--- config.mk ---
export PLATFORM = sky130hd
export DESIGN_NAME = uart_rx_fifo_flat
export DESIGN_NICKNAME = d
export VERILOG_FILES = /design/src/rtl/uart_rx_fifo_if.sv /design/src/rtl/uart_rx_fifo.sv /design/src/flat_wrapper.sv
export SDC_FILE = /design/constraint.sdc
export NUM_CORES = 1
export LEC_CHECK = 0
export ABC_AREA = 1
export BUFFER_PORTS_ARGS = -buffer_cell sky130_fd_sc_hd__clkbuf_2
export CAP_MARGIN = 10
export CORE_MARGIN = 2
export CORE_UTILIZATION = 62
export CTS_CLUSTER_SIZE = 28
export DETAILED_ROUTE_END_ITERATION = 10
export PLACE_DENSITY = 0.85
export RECOVER_POWER = 100
export SLEW_MARGIN = 15
export SYNTH_ARGS = -nofsm -noshare
export SYNTH_HDL_FRONTEND = slang
export SYNTH_SLANG_ARGS = --single-unit
--- constraint.sdc ---
create_clock -name clk_i -period 7.99 [get_ports clk_i]
set_input_delay 0 -clock clk_i [delete_from_list [all_inputs] [get_ports clk_i]]
set_output_delay 0 -clock clk_i [all_outputs]
set_load 0.02 [all_outputs]
--- src/rtl/uart_rx_fifo_if.sv ---
// Bundle of receive-FIFO data, control and status signals between the
// UART receive path (slave side = FIFO) and the register slave / bench (master).
interface uart_rx_fifo_if #(
    parameter int DATA_UART  = 8,
    parameter int DEPTH_LOG2 = 4
) ();

    logic                  en_i;
    logic                  clr_i;
    logic [DATA_UART-1:0]  rx_data_i;
    logic                  rx_valid_i;
    logic                  rd_en_i;
    logic [DATA_UART-1:0]  rd_data_o;
    logic                  empty_o;
    logic                  full_o;
    logic [DEPTH_LOG2:0]   level_o;
    logic [DEPTH_LOG2:0]   thresh_i;
    logic                  irq_o;
    logic                  overrun_o;
    logic                  ovr_clr_i;

    modport master (
        output en_i, clr_i, rx_data_i, rx_valid_i, rd_en_i, thresh_i, ovr_clr_i,
        input  rd_data_o, empty_o, full_o, level_o, irq_o, overrun_o
    );

    modport slave (
        input  en_i, clr_i, rx_data_i, rx_valid_i, rd_en_i, thresh_i, ovr_clr_i,
        output rd_data_o, empty_o, full_o, level_o, irq_o, overrun_o
    );

endinterface

--- src/rtl/uart_rx_fifo.sv ---
// First-word-fall-through receive buffer behind the UART receiver, with
// registered occupancy/full/empty flags, sticky overrun and level interrupt.
module uart_rx_fifo #(
    parameter int DATA_UART  = 8,
    parameter int DEPTH_LOG2 = 4
) (
    input  logic             clk_i,
    input  logic             rstn_i,
    uart_rx_fifo_if.slave    bus
);

    localparam int DEPTH = 1 << DEPTH_LOG2;
    localparam int PTR_W = DEPTH_LOG2;
    localparam int LVL_W = DEPTH_LOG2 + 1;
    localparam logic [LVL_W-1:0] FULL_LEVEL = {1'b1, {DEPTH_LOG2{1'b0}}};

    logic [DATA_UART-1:0] mem_q [DEPTH];
    logic [PTR_W-1:0]     wp_q, wp_d;
    logic [PTR_W-1:0]     rp_q, rp_d;
    logic [LVL_W-1:0]     level_q, level_d;
    logic                 empty_q, empty_d;
    logic                 full_q, full_d;
    logic                 irq_q, irq_d;
    logic                 overrun_q, overrun_d;

    logic                 push_req;
    logic                 pop_req;
    logic                 push_acc;
    logic                 drop;
    logic                 mem_we;

    // A push into a full FIFO is still accepted when the same cycle's pop
    // frees the head slot, since wp equals rp in that state.
    always_comb begin
        push_req = bus.rx_valid_i & bus.en_i;
        pop_req  = bus.rd_en_i & ~empty_q;
        push_acc = push_req & (~full_q | pop_req);
        drop     = push_req & full_q & ~pop_req & ~bus.clr_i;
        mem_we   = push_acc & ~bus.clr_i & rstn_i;
    end

    always_comb begin
        wp_d      = wp_q;
        rp_d      = rp_q;
        level_d   = level_q;
        overrun_d = overrun_q;

        if (bus.clr_i) begin
            wp_d    = '0;
            rp_d    = '0;
            level_d = '0;
        end else begin
            if (push_acc) begin
                wp_d = wp_q + PTR_W'(1);
            end
            if (pop_req) begin
                rp_d = rp_q + PTR_W'(1);
            end
            level_d = level_q + LVL_W'(push_acc) - LVL_W'(pop_req);
        end

        if (drop) begin
            overrun_d = 1'b1;
        end else if (bus.ovr_clr_i) begin
            overrun_d = 1'b0;
        end

        empty_d = (level_d == '0);
        full_d  = (level_d == FULL_LEVEL);
        irq_d   = (level_d >= bus.thresh_i) && (bus.thresh_i != '0);
    end

    always_ff @(posedge clk_i) begin
        if (!rstn_i) begin
            wp_q      <= '0;
            rp_q      <= '0;
            level_q   <= '0;
            empty_q   <= 1'b1;
            full_q    <= 1'b0;
            irq_q     <= 1'b0;
            overrun_q <= 1'b0;
        end else begin
            wp_q      <= wp_d;
            rp_q      <= rp_d;
            level_q   <= level_d;
            empty_q   <= empty_d;
            full_q    <= full_d;
            irq_q     <= irq_d;
            overrun_q <= overrun_d;
        end
    end

    // Storage is deliberately left out of reset; only the pointers define validity.
    always_ff @(posedge clk_i) begin
        if (mem_we) begin
            mem_q[wp_q] <= bus.rx_data_i;
        end
    end

    assign bus.rd_data_o = mem_q[rp_q];
    assign bus.empty_o   = empty_q;
    assign bus.full_o    = full_q;
    assign bus.level_o   = level_q;
    assign bus.irq_o     = irq_q;
    assign bus.overrun_o = overrun_q;

endmodule

--- src/flat_wrapper.sv ---
// flat-port wrapper written by rule: the top's interface ports become plain ports
module uart_rx_fifo_flat 
#(
    parameter int DATA_UART  = 8,
    parameter int DEPTH_LOG2 = 4
)
  (clk_i, rstn_i, bus_en_i, bus_clr_i, bus_rx_data_i, bus_rx_valid_i, bus_rd_en_i, bus_thresh_i, bus_ovr_clr_i, bus_rd_data_o, bus_empty_o, bus_full_o, bus_level_o, bus_irq_o, bus_overrun_o);
  uart_rx_fifo_if #(.DATA_UART(DATA_UART), .DEPTH_LOG2(DEPTH_LOG2)) bus_i ();
  input  logic clk_i;
  input  logic rstn_i;
  input wire logic [$bits(bus_i.en_i)-1:0] bus_en_i;
  input wire logic [$bits(bus_i.clr_i)-1:0] bus_clr_i;
  input wire logic [$bits(bus_i.rx_data_i)-1:0] bus_rx_data_i;
  input wire logic [$bits(bus_i.rx_valid_i)-1:0] bus_rx_valid_i;
  input wire logic [$bits(bus_i.rd_en_i)-1:0] bus_rd_en_i;
  input wire logic [$bits(bus_i.thresh_i)-1:0] bus_thresh_i;
  input wire logic [$bits(bus_i.ovr_clr_i)-1:0] bus_ovr_clr_i;
  output wire logic [$bits(bus_i.rd_data_o)-1:0] bus_rd_data_o;
  output wire logic [$bits(bus_i.empty_o)-1:0] bus_empty_o;
  output wire logic [$bits(bus_i.full_o)-1:0] bus_full_o;
  output wire logic [$bits(bus_i.level_o)-1:0] bus_level_o;
  output wire logic [$bits(bus_i.irq_o)-1:0] bus_irq_o;
  output wire logic [$bits(bus_i.overrun_o)-1:0] bus_overrun_o;
  assign bus_i.en_i = bus_en_i;
  assign bus_i.clr_i = bus_clr_i;
  assign bus_i.rx_data_i = bus_rx_data_i;
  assign bus_i.rx_valid_i = bus_rx_valid_i;
  assign bus_i.rd_en_i = bus_rd_en_i;
  assign bus_i.thresh_i = bus_thresh_i;
  assign bus_i.ovr_clr_i = bus_ovr_clr_i;
  assign bus_rd_data_o = bus_i.rd_data_o;
  assign bus_empty_o = bus_i.empty_o;
  assign bus_full_o = bus_i.full_o;
  assign bus_level_o = bus_i.level_o;
  assign bus_irq_o = bus_i.irq_o;
  assign bus_overrun_o = bus_i.overrun_o;
  uart_rx_fifo #(.DATA_UART(DATA_UART), .DEPTH_LOG2(DEPTH_LOG2)) u_core (.clk_i(clk_i), .rstn_i(rstn_i), .bus(bus_i));
endmodule
==> flow_summary_export.csv <==
group,metric,value,unit
run_status,status,"finished, final reports clean",
synthesis,synth_cell_type_count,27,
global_routing,met2_usage,50.2,%
routing,antenna_left,0,
clock_tree,ctsLongestPathBuffers,2,
clock_tree,clock_latency,0.52,ns
sta,period_share,41.4,%
synthesis,synth_area,6390,um^2
global_routing,first_global_vias,4545,
worst_setup_path,crit_chain,"buf_4, inv_1, o21ai_0, nand3_1, nand3_1, nand2_1, clkbuf_1",
sta,rsz0062_at_grt,"false",
power,switchingPower,0.000505,W
worst_setup_path,path_common_cell,"nand3_1",
finish,fin_cells,792,
power,p_clk_share,40.7,%
placement,dp_cells,741,
synthesis,synth_edf_count,128,
clock_tree,cts_made_buffers,17,
min_path,holdCritPathClass,"input port to flop",
power,p_int,0.00139,W
worst_setup_path,max_stage_delay,0.83,ns
synthesis,yosysSeqAreaShare,66.8,%
sta,fmax,303,MHz
sta,skew,0.00928,ns
routing,drt-wirelength-per-cell,19.3,um
global_routing,grt_max_degree,91,
clock_tree,cts.sinks,149,
worst_setup_path,start_kind,"flop",
synthesis,synthMostInstantiatedCell,"edfxtp_1",
die,die_height,106,um
placement,place_congestion,0.879,
sta,final-max-slew-violation-count,0,
worst_setup_path,cp_slowest_cell,"inv_1",
placement,pre_cts_ws,5.21,ns
synthesis,synth.largest_area_cell,"edfxtp_1",
sta,fin_setup_tns,0,ns
power,p_seq_share,45.7,%
global_routing,gr-usage-met1,34.4,%
sta,finalSetupViolations,0,
synthesis,async_flop_share,0,%
global_routing,grt_overflow,0,
routing,routed_wl,15300,um
finish,num_antenna_cells,0,
global_routing,met3_usage,8.16,%
die,io_pins,37,
synthesis,yosys_register_bits,149,
die,row_count,37,
placement,port_buffers,36,
sta,postLayoutSetupSlackWorst,4.69,ns
synthesis,ys_warn_count,0,
synthesis,syn_nets,628,
worst_setup_path,cp.arrival,3.30,ns
synthesis,syn_inst,592,
sta,finalCriticalPeriod,3.30,ns
sta,relSlewSlack,17.3,%
die,start_util,62.7,%
power,ir_worst_vdd,0.204,mV
routing,drc,0,
finish,final_nets,679,
worst_setup_path,crit_type,"flop to output port",
synthesis,synth_flop_cell,"edfxtp_1",
synthesis,synth_top_cell_area_share,60.2,%
power,sw_frac_of_total,26.6,%
sta,hold_viol_final,0,
die,core-area,10200,um^2
finish,area_growth,14.8,%
global_routing,antenna_found_initial,0,
run,maxCapViolCount,0,
power,leakagePower,2.74,nW
synthesis,syn_avg_cell_area,10.8,um^2
placement,dp_hpwl,8330,um
routing,drt_iter0_drc,632,
routing,vias_per_cell,5.73,
power,combPwrFrac,13.6,%
sta,tightest_slew,1.24,ns
global_routing,grt_first_pass_wirelength,23700,um
routing,num_vias,4538,
worst_setup_path,cp_top_family,"buffers and inverters",
clock_tree,worst_setup_hold_path_clk_slew,0.06,ns
worst_setup_path,cp.required,7.99,ns
sta,whs,0.0479,ns
finish,drive_gt1_share,7.47,%
synthesis,yosys-top-cells-area,"edfxtp_1 60%, dfxtp_1 6.6%, nand2_1 5.8%, nor2_1 5.5%, nand3_1 4.9%",
die,die_area,11100,um^2
worst_setup_path,worst-path-buf-inv,3,
clock_tree,cts_root_buf,"clkbuf_8",
die,die_w,106,um
clock_tree,cts_tree,"done",
global_routing,track_usage,28.9,%
power,pwr_density_cell,259,nW/um^2
worst_setup_path,critPathMaxFanout,90,
global_routing,gr-max-usage-layer,"met2",
clock_tree,cts.htree.levels,4,
worst_setup_path,endpoint_kind,"output port",
routing,dr.pass1.iters,8,
synthesis,synth_common_cells,"128 x edfxtp_1, 98 x nand2_1, 94 x nor2_1",
repair_timing:
action                                 in CTS  in global routing
setup buffers                               0                  0
hold buffers                               19                  0
endpoints found under the hold margin     149                  0
gates resized for setup                     0                  0
worst paths after layout:
kind / start / endpoint / slack [ns] / cells past startpoint
max: flop / bus_rd_data_o[1] / 4.69 / 7
min: bus_thresh_i[0] / u_core.bus.irq_o$_SDFF_PN0_ / 0.05 / 6
max reg2reg: u_core.bus.empty_o$_SDFF_PN1_ / u_core.bus.irq_o$_SDFF_PN0_ / 5.10 / 19
min reg2reg: u_core.rp_q[2]$_SDFFE_PP0P_ / flop / 0.51 / 2
cell type report:
| type | count | area [um^2] |
|---|---|---|
| repair buffers | 57 | 357 |
| fillers | 659 | 2860 |
| clock inverters | 13 | 149 |
| multi-input cells | 353 | 1720 |
| flip-flops and latches | 149 | 4270 |
| inverters | 65 | 244 |
| clock buffers | 19 | 422 |
| well taps | 136 | 170 |
cell usage in the layout (no fill, tap or decap), types with 2 or more instances in the layout:
cell type / instances
nor3_1: 3
o21ai_0: 26
dfxtp_1: 20
edfxtp_1: 128
nand3_1: 63
nor2_1: 95
o211ai_1: 23
inv_1: 64
ha_1: 15
clkbuf_2: 13
clkbuf_1: 25
clkinvlp_4: 5
inv_6: 3
nand4_1: 2
buf_4: 2
nand2_1: 98
clkbuf_16: 16
dlygate4sd3_1: 19
a21oi_1: 10
o21ai_1: 12
bufinv_16: 2
registers in the layout, indices dropped and copies added (netlist names), named ones only:
signal,count
u_core.bus.full_o,1
u_core.wp_q,4
u_core.bus.irq_o,1
u_core.bus.overrun_o,1
u_core.bus.level_o,5
u_core.bus.empty_o,1
u_core.mem_q,128
u_core.rp_q,4
worst reg2reg max path, stage by stage (launching register included):
cell and delay [ns]:
dfxtp_1 0.32, inv_1 0.06, nand2_2 0.07, nand2_1 0.08, nand2_1 0.12, inv_1 0.21
ha_1 0.20, inv_1 0.06, fa_1 0.40, inv_1 0.09, nand3_1 0.09, nand2_1 0.10
nand2_1 0.07, nand3_1 0.09, inv_1 0.06, ha_1 0.31, a21oi_1 0.14, o21ai_0 0.11
nor3_1 0.16, nor2_1 0.06
power groups by stage:
stage | logic [W] | clock network (W) | registers, W
2_1_floorplan | 0.000166 | 0 | 0.000895
3_3_place_gp | 0.000227 | 0 | 0.000882
3_5_place_dp | 0.000242 | 0 | 0.000883
4_1_cts | 0.000256 | 0.000771 | 0.000866
5_1_grt | 0.000288 | 0.000808 | 0.000869
6_report | 0.000259 | 0.000772 | 0.000867
cell families (layout without fill, tap and decap cells):
group | Yosys count | in the layout | synth area share [%]
DFF | 149 | 149 | 66.8
buffers and inverters | 90 | 154 | 6.23
and+or+nand+nor | 264 | 264 | 17.1
AOI/OAI and AO/OA | 72 | 72 | 6.56
xor gates and xnor gates | 1 | 1 | 0.137
adders and majority gates | 16 | 16 | 3.25
stage by stage:
step                area, um^2  power (W)  util, %
finish                    7330    0.00190     72.0
floorplan                 6390    0.00106        -
global placement          6600    0.00111     64.8
detailed placement        6600    0.00113     64.8
global route              7330    0.00196     72.0
CTS                       7360    0.00189     72.3
per-layer routing:
layer | wire length (um) | vias up
li1 | - | 2118
met1 | 5510 | 2132
met2 | 7920 | 249
met3 | 1400 | 39
met4 | 444 | 0
met5 | 0 | -
(Power assumes the default switching activity.)
